[src/rtl/cjb_logic_unit_arbiter_v_pkg.sv]
//==============================================================================
// cjb_logic_unit_arbiter_v_pkg : shared state/function encodings and flag helper
// Revision: 1.0
//==============================================================================
`default_nettype none

package cjb_logic_unit_arbiter_v_pkg;

  localparam logic [1:0] ST_IDLE = 2'b00;
  localparam logic [1:0] ST_EXEC = 2'b01;
  localparam logic [1:0] ST_DONE = 2'b10;

  localparam logic [1:0] FS_XOR   = 2'b00;
  localparam logic [1:0] FS_AND   = 2'b01;
  localparam logic [1:0] FS_OR    = 2'b10;
  localparam logic [1:0] FS_PASSX = 2'b11;

  // Logic ops never carry or overflow, so only N and Z are live
  function automatic logic [3:0] cnvz_of(input logic [7:0] r);
    return {1'b0, r[7], 1'b0, (r == 8'h00)};
  endfunction

endpackage

`default_nettype wire

[src/rtl/cjb_8bit_logic_unit_v.sv]
//==============================================================================
// cjb_8bit_logic_unit_v : combinational 8-bit XOR/AND/OR/pass-X unit
// Revision: 1.0
//==============================================================================
`default_nettype none

module cjb_8bit_logic_unit_v
  import cjb_logic_unit_arbiter_v_pkg::*;
(
  input  logic [1:0] func_sel,
  input  logic [7:0] operand_x,
  input  logic [7:0] operand_y,
  input  logic [1:0] const_k,
  output logic [7:0] result
);

  // Const_K is reserved on this unit; the arbiter ties it off
  logic unused_const_k;
  assign unused_const_k = ^const_k;

  always_comb begin
    result = operand_x;
    case (func_sel)
      FS_XOR:   result = operand_x ^ operand_y;
      FS_AND:   result = operand_x & operand_y;
      FS_OR:    result = operand_x | operand_y;
      FS_PASSX: result = operand_x;
      default:  result = operand_x;
    endcase
  end

endmodule

`default_nettype wire

[src/rtl/cjb_logic_unit_arbiter_v.sv]
//==============================================================================
// cjb_logic_unit_arbiter_v : two-requester round-robin sequencer for the logic unit
// Revision: 1.0
//==============================================================================
`default_nettype none

module cjb_logic_unit_arbiter_v
  import cjb_logic_unit_arbiter_v_pkg::*;
#(
  parameter bit FIRST_GRANT = 1'b0
) (
  input  logic       Clock,
  input  logic       Resetn,
  input  logic       Req_A,
  input  logic       Req_B,
  input  logic [1:0] Func_Sel_A,
  input  logic [1:0] Func_Sel_B,
  input  logic [7:0] Operand_X_A,
  input  logic [7:0] Operand_Y_A,
  input  logic [7:0] Operand_X_B,
  input  logic [7:0] Operand_Y_B,
  output logic [1:0] Grant,
  output logic       Ack_A,
  output logic       Ack_B,
  output logic [7:0] Result,
  output logic [3:0] Result_CNVZ,
  output logic       Busy
);

  logic [1:0] state;
  logic [1:0] grant_q;
  logic       last_grant;   // 0 = A, 1 = B
  logic [1:0] fs_q;
  logic [7:0] x_q;
  logic [7:0] y_q;
  logic [7:0] result_q;
  logic [3:0] cnvz_q;
  logic [7:0] lu_result;
  logic       win_b;

  // Contested requests go to whoever did not win last time
  assign win_b = (Req_A && Req_B) ? ~last_grant : Req_B;

  cjb_8bit_logic_unit_v u_logic_unit (
    .func_sel  (fs_q),
    .operand_x (x_q),
    .operand_y (y_q),
    .const_k   (2'b00),
    .result    (lu_result)
  );

  always_ff @(posedge Clock or negedge Resetn) begin
    if (!Resetn) begin
      state      <= ST_IDLE;
      grant_q    <= 2'b00;
      last_grant <= ~FIRST_GRANT;
      fs_q       <= 2'b00;
      x_q        <= 8'h00;
      y_q        <= 8'h00;
      result_q   <= 8'h00;
      cnvz_q     <= 4'b0000;
    end else begin
      case (state)
        ST_IDLE: begin
          if (Req_A || Req_B) begin
            state      <= ST_EXEC;
            grant_q    <= win_b ? 2'b10 : 2'b01;
            last_grant <= win_b;
            fs_q       <= win_b ? Func_Sel_B  : Func_Sel_A;
            x_q        <= win_b ? Operand_X_B : Operand_X_A;
            y_q        <= win_b ? Operand_Y_B : Operand_Y_A;
          end
        end
        ST_EXEC: begin
          result_q <= lu_result;
          cnvz_q   <= cnvz_of(lu_result);
          state    <= ST_DONE;
        end
        ST_DONE: begin
          state   <= ST_IDLE;
          grant_q <= 2'b00;
        end
        default: begin
          state   <= ST_IDLE;
          grant_q <= 2'b00;
        end
      endcase
    end
  end

  assign Grant       = grant_q;
  assign Ack_A       = (state == ST_DONE) && grant_q[0];
  assign Ack_B       = (state == ST_DONE) && grant_q[1];
  assign Busy        = (state == ST_EXEC) || (state == ST_DONE);
  assign Result      = result_q;
  assign Result_CNVZ = cnvz_q;

endmodule

`default_nettype wire
[config.mk]
export PLATFORM = sky130hd
export DESIGN_NAME = cjb_logic_unit_arbiter_v
export DESIGN_NICKNAME = d
export VERILOG_FILES = /design/src/rtl/cjb_logic_unit_arbiter_v_pkg.sv /design/src/rtl/cjb_8bit_logic_unit_v.sv /design/src/rtl/cjb_logic_unit_arbiter_v.sv
export SDC_FILE = /design/constraint.sdc
export NUM_CORES = 1
export LEC_CHECK = 0
export CORE_AREA = 2 2 66 68
export DETAILED_ROUTE_END_ITERATION = 8
export DIE_AREA = 0 0 68 70
export GPL_ROUTABILITY_DRIVEN = 1
export PLACE_DENSITY = 0.82
export SLEW_MARGIN = 30
export SYNTH_ARGS = -nofsm -noshare
export SYNTH_HDL_FRONTEND = slang
export SYNTH_SLANG_ARGS = --single-unit
[constraint.sdc]
create_clock -name Clock -period 3.4 [get_ports Clock]
set_input_delay 0.34 -clock Clock [delete_from_list [all_inputs] [get_ports Clock]]
set_output_delay 0.34 -clock Clock [all_outputs]
set_load 0.05 [all_outputs]
# [Yosys cells after proc, flatten, opt, wreduce, memory -nomap -nowiden]
# Cells that the tools add are included.
[classes] eq_ne=6 muxes=10 bitwise=5 reduce_logical=10
[op_table] operator="$pmux W8 S4" n=1
[op_table] operator="$mux W8" n=2
[op_table] operator="$and A8 B8 Y8" n=1
[op_table] operator="$logic_not A8 Y1" n=1
[op_table] operator="$mux W2" n=4
[op_table] operator="$or A8 B8 Y8" n=1
[op_table] operator="$pmux W2 S2" n=2
[op_table] operator="$xor A8 B8 Y8" n=1
[op_table] operator="$eq A2 B2 Y1 const B" n=3
[op_table] operator="$eq A2 B1 Y1 const B" n=2
[op_table] operator="$logic_not A2 Y1" n=2
[op_table] operator="$reduce_and A2 Y1" n=2
[op_table] operator="$logic_and A1 B1 Y1" n=3
[op_table] operator="$logic_or A1 B1 Y1" n=2
[op_table] operator="$ne A2 B2 Y1 const B" n=1
[op_table] operator="$not A1 Y1" n=2
[op_table] operator="$mux W1" n=1
[totals] ff_bits=33 input_bits=40 wordCells=39

# [Logic depth before layout (Yosys ltp)]
[depth] ltp_word=5 mapped_depth=6 mapped_depth_nobuf=6

# [By module]
# From an unflattened synthesis, not the netlist that was laid out.
[hier_totals] hier_cells=186 hier_area_um2=1994.4
[modules_own_cells] mod="cjb_logic_unit_arbiter_v" instances=1 cells_each=136 area_each_um2=1501.4
[modules_own_cells] mod="cjb_8bit_logic_unit_v" instances=1 cells_each=50 area_each_um2=493.0

# [Worst setup path after synthesis]
# No wires, ideal clock.
[synth_timing] path_kind="reg-to-reg" start="reg y_q[3]" end="reg cnvz_q[0] (netlist: Result_CNVZ[0])" setup_ns=0.069 t_arrival_ns=1.551 required_ns=3.331 path_slack_ns=1.780 path_stages_with_launch=6 period_less_slack_ns=1.620 cell_sequence="dfrtp_1 inv_1 ha_1 mux4_2 nor4_2 a32o_1"
[synth_between] elab_chain_cells=3 elab_cells_between_ends=5
[synth_rtl] item="start, declared" line="cjb_logic_unit_arbiter_v.sv:35" text="logic [7:0] y_q;"
[synth_rtl] item="start signal, assigned" line="cjb_logic_unit_arbiter_v.sv:71" text="y_q <= win_b ? Operand_Y_B : Operand_Y_A;"
[synth_rtl] item="$or A8 B8 Y8 (tied with other cells)" line="cjb_8bit_logic_unit_v.sv:26" text="FS_OR: result = operand_x | operand_y;"
[synth_rtl] item="$pmux W8 S4 (*)" line="cjb_8bit_logic_unit_v.sv:23" text="case (func_sel)"
[synth_rtl] item="$logic_not A8 Y1 (*)" line="cjb_logic_unit_arbiter_v_pkg.sv:20" text="return {1'b0, r[7], 1'b0, (r == 8'h00)};"
[synth_rtl] item="end signal, assigned" line="cjb_logic_unit_arbiter_v.sv:76" text="cnvz_q <= cnvz_of(lu_result);"
[synth_rtl] item="end, declared" line="cjb_logic_unit_arbiter_v.sv:37" text="logic [3:0] cnvz_q;"
# Every way passes the cells marked *; elsewhere a longest branch is shown, timed or not.
# A chain may end at the register's enable or synchronous reset.

# [Worst setup path after layout]
[layout_timing] start="reg state[0]" end="out Ack_A"
[layout_between] elab_chain_cells=2
[layout_rtl] item="start, declared" line="cjb_logic_unit_arbiter_v.sv:30" text="logic [1:0] state;"
[layout_rtl] item="start signal, assigned" line="cjb_logic_unit_arbiter_v.sv:54" text="state <= ST_IDLE;"
[layout_rtl] item="start signal, assigned" line="cjb_logic_unit_arbiter_v.sv:66" text="state <= ST_EXEC;"
[layout_rtl] item="start signal, assigned" line="cjb_logic_unit_arbiter_v.sv:77" text="state <= ST_DONE;"
[layout_rtl] item="$eq A2 B2 Y1" line="cjb_logic_unit_arbiter_v.sv:92" text="assign Ack_A = (state == ST_DONE) && grant_q[0];"
[layout_rtl] item="$logic_and A1 B1 Y1" line="cjb_logic_unit_arbiter_v.sv:92"
[layout_rtl] item="end, declared" line="cjb_logic_unit_arbiter_v.sv:23" text="output logic Ack_A,"
# No other way between the ends.

==> summary.md <==
| Metric | Value |
|---|---|
| Clk sinks | `32` |
| Place WS | `1.385 ns` |
| Peak Freq | `0.4520 GHz` |
| Net Sw Frac | `0.4389` |
| CP Max Fanout | `3` |
| Synth async-reset ratio | `1.000` |
| Core ar. | `4144 um2` |
| Worst Setup EP | `Ack_A` |
| Vias in the first global route | `1534` |
| Syn_area_per_cell | `10.75 um2` |
| Total of max-cap violations | `0` |
| Relative slew slack | `0.6282` |
| Worst slew pin tran | `0.5558 ns` |
| Pins Over Slew Limit | `0` |
| Hold buffer count at cts | `0` |
| Die Y | `70 um` |
| Wire per inst | `12.41 um` |
| Top delay family on crit path | `buffers and inverters` |
| Crit-path cells | `inv_1 > ha_1 > and2_1 > clkdlybuf4s50_1` |
| Leak | `1.269 nW` |
| Via/cell ratio | `4.976` |
| Final wirelength | `3598 um` |
| Diode count | `0` |
| Util after Layout | `0.6329` |
| Total gr overflow | `0` |
| Sequential fraction of the synthesis area | `0.4054` |
| Status | `finished, final reports clean` |
| Largest net degree at the start of global routing | `37` |
| RSZ-0062 raised after global routing | `no` |
| Total CTS buffers | `5` |
| Clock Latency Late Sink | `0.29 ns` |
| Post-Synthesis Cell Area | `1978 um2` |
| Critical Path RT | `3.06 ns` |
| Setup CP Type | `reg2out` |
| Final worst-path cycle share | `0.6507` |
| Placed Cells incl. Taps | `282` |
| Register-to-register setup slack | `1.63 ns` |
| Internal power | `0.001316 W` |
| DRT Pass-1 Iters | `4` |
| Post-synth EDFFs | `0` |
| Flops & latches, synth | `32` |
| Dominant cell type by area after synthesis | `dfrtp_1` |
| CP max stage delay | `0.79 ns` |
| Top cell type's share of synthesized area | `0.3922` |
| Clk pin slew, worst setup/hold paths | `0.07 ns` |
| Crit. path cell count | `4` |
| Post-layout min period | `2.213 ns` |
| Reg-to-Reg End | `Result_CNVZ[0]` |
| Setup crit end kind | `primary output` |
| Share of layout cells above drive strength 1 | `0.09244` |
| Ys Warns | `0` |
| Root buffer cell | `clkbuf_8` |
| Peak VDD IR | `0.3382 mV` |
| Initial DRC count | `70` |
| CP bufs+invs | `2` |
| Final setup margin | `1.187 ns` |
| Clock power frac | `0.119` |
| Ys flop type | `dfrtp_1` |
| Worst Skew | `0.01013 ns` |
| Std cell rows | `24` |
| Placer Congestion | `0.7040` |
| CP Launch Type | `register` |
| Hold Fails Final Rpt | `0` |
| Critical Path AT | `1.87 ns` |
| PD cells | `894.1 nW/um2` |
| Initial antenna violation count | `0` |
| Remaining antenna violation count after routing | `0` |
| Die X | `68 um` |
| Synthesized instance count | `184` |
| Critical path's slowest cell | `clkdlybuf4s50_1` |
| Final Net Count | `297` |
| Starting density of the core | `0.4774` |
| I/O pin count | `57` |
| TNS Setup | `0 ns` |
| IO buf count | `54` |
| H-tree levels | `2` |
| Die area | `4760 um2` |
| Syn-to-layout area delta | `32.57%` |
| Postcts setup bufs | `0` |
| Setup violators final | `0` |
| Seq pwr share | `0.320` |
| Pwr Total | `0.002345 W` |
| CP startpoint | `state[0]` |
| First-pass GRT wire length | `6658 um` |
| All-layer global routing usage | `0.1873` |
| Worst hold path class | `in2async` |
| Clock buffer depth | `2` |
| Top post-synthesis cells by area | `dfrtp_1 (39%), ha_1 (13%), mux2i_1 (9.1%)` |
| Post-CTS sizing | `0` |
| Hpwl dp | `2721 um` |
| Post-route DRC | `0` |
| Post-route insts no fill | `290` |
| RR Startpoint | `fs_q[1]` |
| Via Count | `1443` |
| R2R depth | `3` |
| Logic pwr share | `0.561` |
| P_sw | `0.001029 W` |
| Yosys cell types | `28` |
| CTS tree | `built` |
-- Yosys cell counts, drive strengths merged (2+ instances only) --
master,instances
mux2,7
mux4,8
and2,2
a21oi,2
inv,28
buf,7
clkbuf,4
nor2,4
nand2,22
dfrtp,31
a22o,2
ha,20
mux2i,18
o22ai,2
o21ai,20
-- registers in the layout, summed over array words and instances, names as in the netlist --
| name | cells |
|---|---|
| Result_CNVZ | 1 |
| y_q | 8 |
| fs_q | 2 |
| state | 2 |
| Grant | 2 |
| x_q | 8 |
| last_grant | 1 |
| Result | 8 |
-- cell usage in the layout (no fill, tap or decap), types with 2 or more instances in the layout --
master | synthesis | routed
a21oi_1 | 2 | 2
clkdlybuf4s50_1 | 0 | 54
and2_1 | 2 | 2
inv_1 | 28 | 28
mux2i_1 | 18 | 18
nor2_1 | 4 | 4
ha_1 | 20 | 20
clkbuf_1 | 4 | 2
mux2_2 | 7 | 7
clkbuf_8 | 0 | 5
mux4_1 | 5 | 5
mux4_2 | 3 | 3
buf_4 | 4 | 2
o21ai_0 | 19 | 19
a22o_1 | 2 | 2
nand2_1 | 21 | 21
conb_1 | 1 | 2
dfrtp_1 | 31 | 31
o22ai_1 | 2 | 2
-- per-stage QoR --
step / hold slack, ns / cell area (um2)
2_1_floorplan: 0.04441 / 1982
4_1_cts: 0.4543 / 2623
6_report: 0.4450 / 2623
3_5_place_dp: 0.4850 / 2541
3_3_place_gp: 0.4750 / 2541
5_1_grt: 0.4962 / 2623
-- cells by family (layout without fill, tap and decap cells) --
kind of cell | Yosys count | after routing | share of synthesized area
adder cells (fa/ha/maj) | 20 | 20 | 0.1265
other | 1 | 2 | 0.001896
buffers and inverters | 39 | 92 | 0.08601
multiplexers | 33 | 33 | 0.2315
AND/OR/NAND/NOR | 30 | 30 | 0.06578
flip-flops | 32 | 32 | 0.4054
AO/OA/AOI/OAI | 29 | 29 | 0.08286
-- routing by layer --
| metal | track usage | up-vias | part of all wire |
|---|---|---|---|
| met2 | 0.3150 | 39 | 0.51 |
| met4 | 0.08222 | 0 | 0.017 |
| li1 | - | 722 | - |
| met1 | 0.2122 | 676 | 0.42 |
| met3 | 0.05958 | 6 | 0.056 |
| met5 | 0 | - | 0 |
-- worst register-to-register path, stage by stage (launching register included) --
cell and delay, ns:
dfrtp_1 0.62, mux4_1 0.68, nor3_1 0.23, a32o_1 0.19
-- power by group through the flow --
| stage | Clock [W] | Combinational (W) | Sequential (W) |
|---|---|---|---|
| 2_1_floorplan | 0 | 0.000830 | 0.000893 |
| 3_3_place_gp | 0 | 0.00128 | 0.000744 |
| 3_5_place_dp | 0 | 0.00133 | 0.000761 |
| 4_1_cts | 0.000290 | 0.00134 | 0.000756 |
| 5_1_grt | 0.000306 | 0.00147 | 0.000784 |
| 6_report | 0.000279 | 0.00132 | 0.000750 |
-- worst min-delay path by stage --
| stage | from | to | depth (start not counted) |
|---|---|---|---|
| after floorplan | Resetn | Grant[0] | 0 |
| after global placement | Result[4] | Result[4] | 2 |
| after CTS | Resetn | Grant[0] | 2 |
| final | Resetn | Grant[0] | 2 |
| after detailed placement | Result[4] | Result[4] | 2 |
| after global routing | Resetn | Result_CNVZ[0] | 2 |
-- area by class of cell --
type	count	area, um2
Multi-Input combinational cell	114	1013
Sequential cell	32	802.0
Clock inverter	1	5.005
Clock buffer	7	76.32
Timing Repair Buffer	56	555.5
Tap cell	52	65.06
Fill cell	357	1521
Inverter	28	105.1
(Power assumes the default switching activity.)
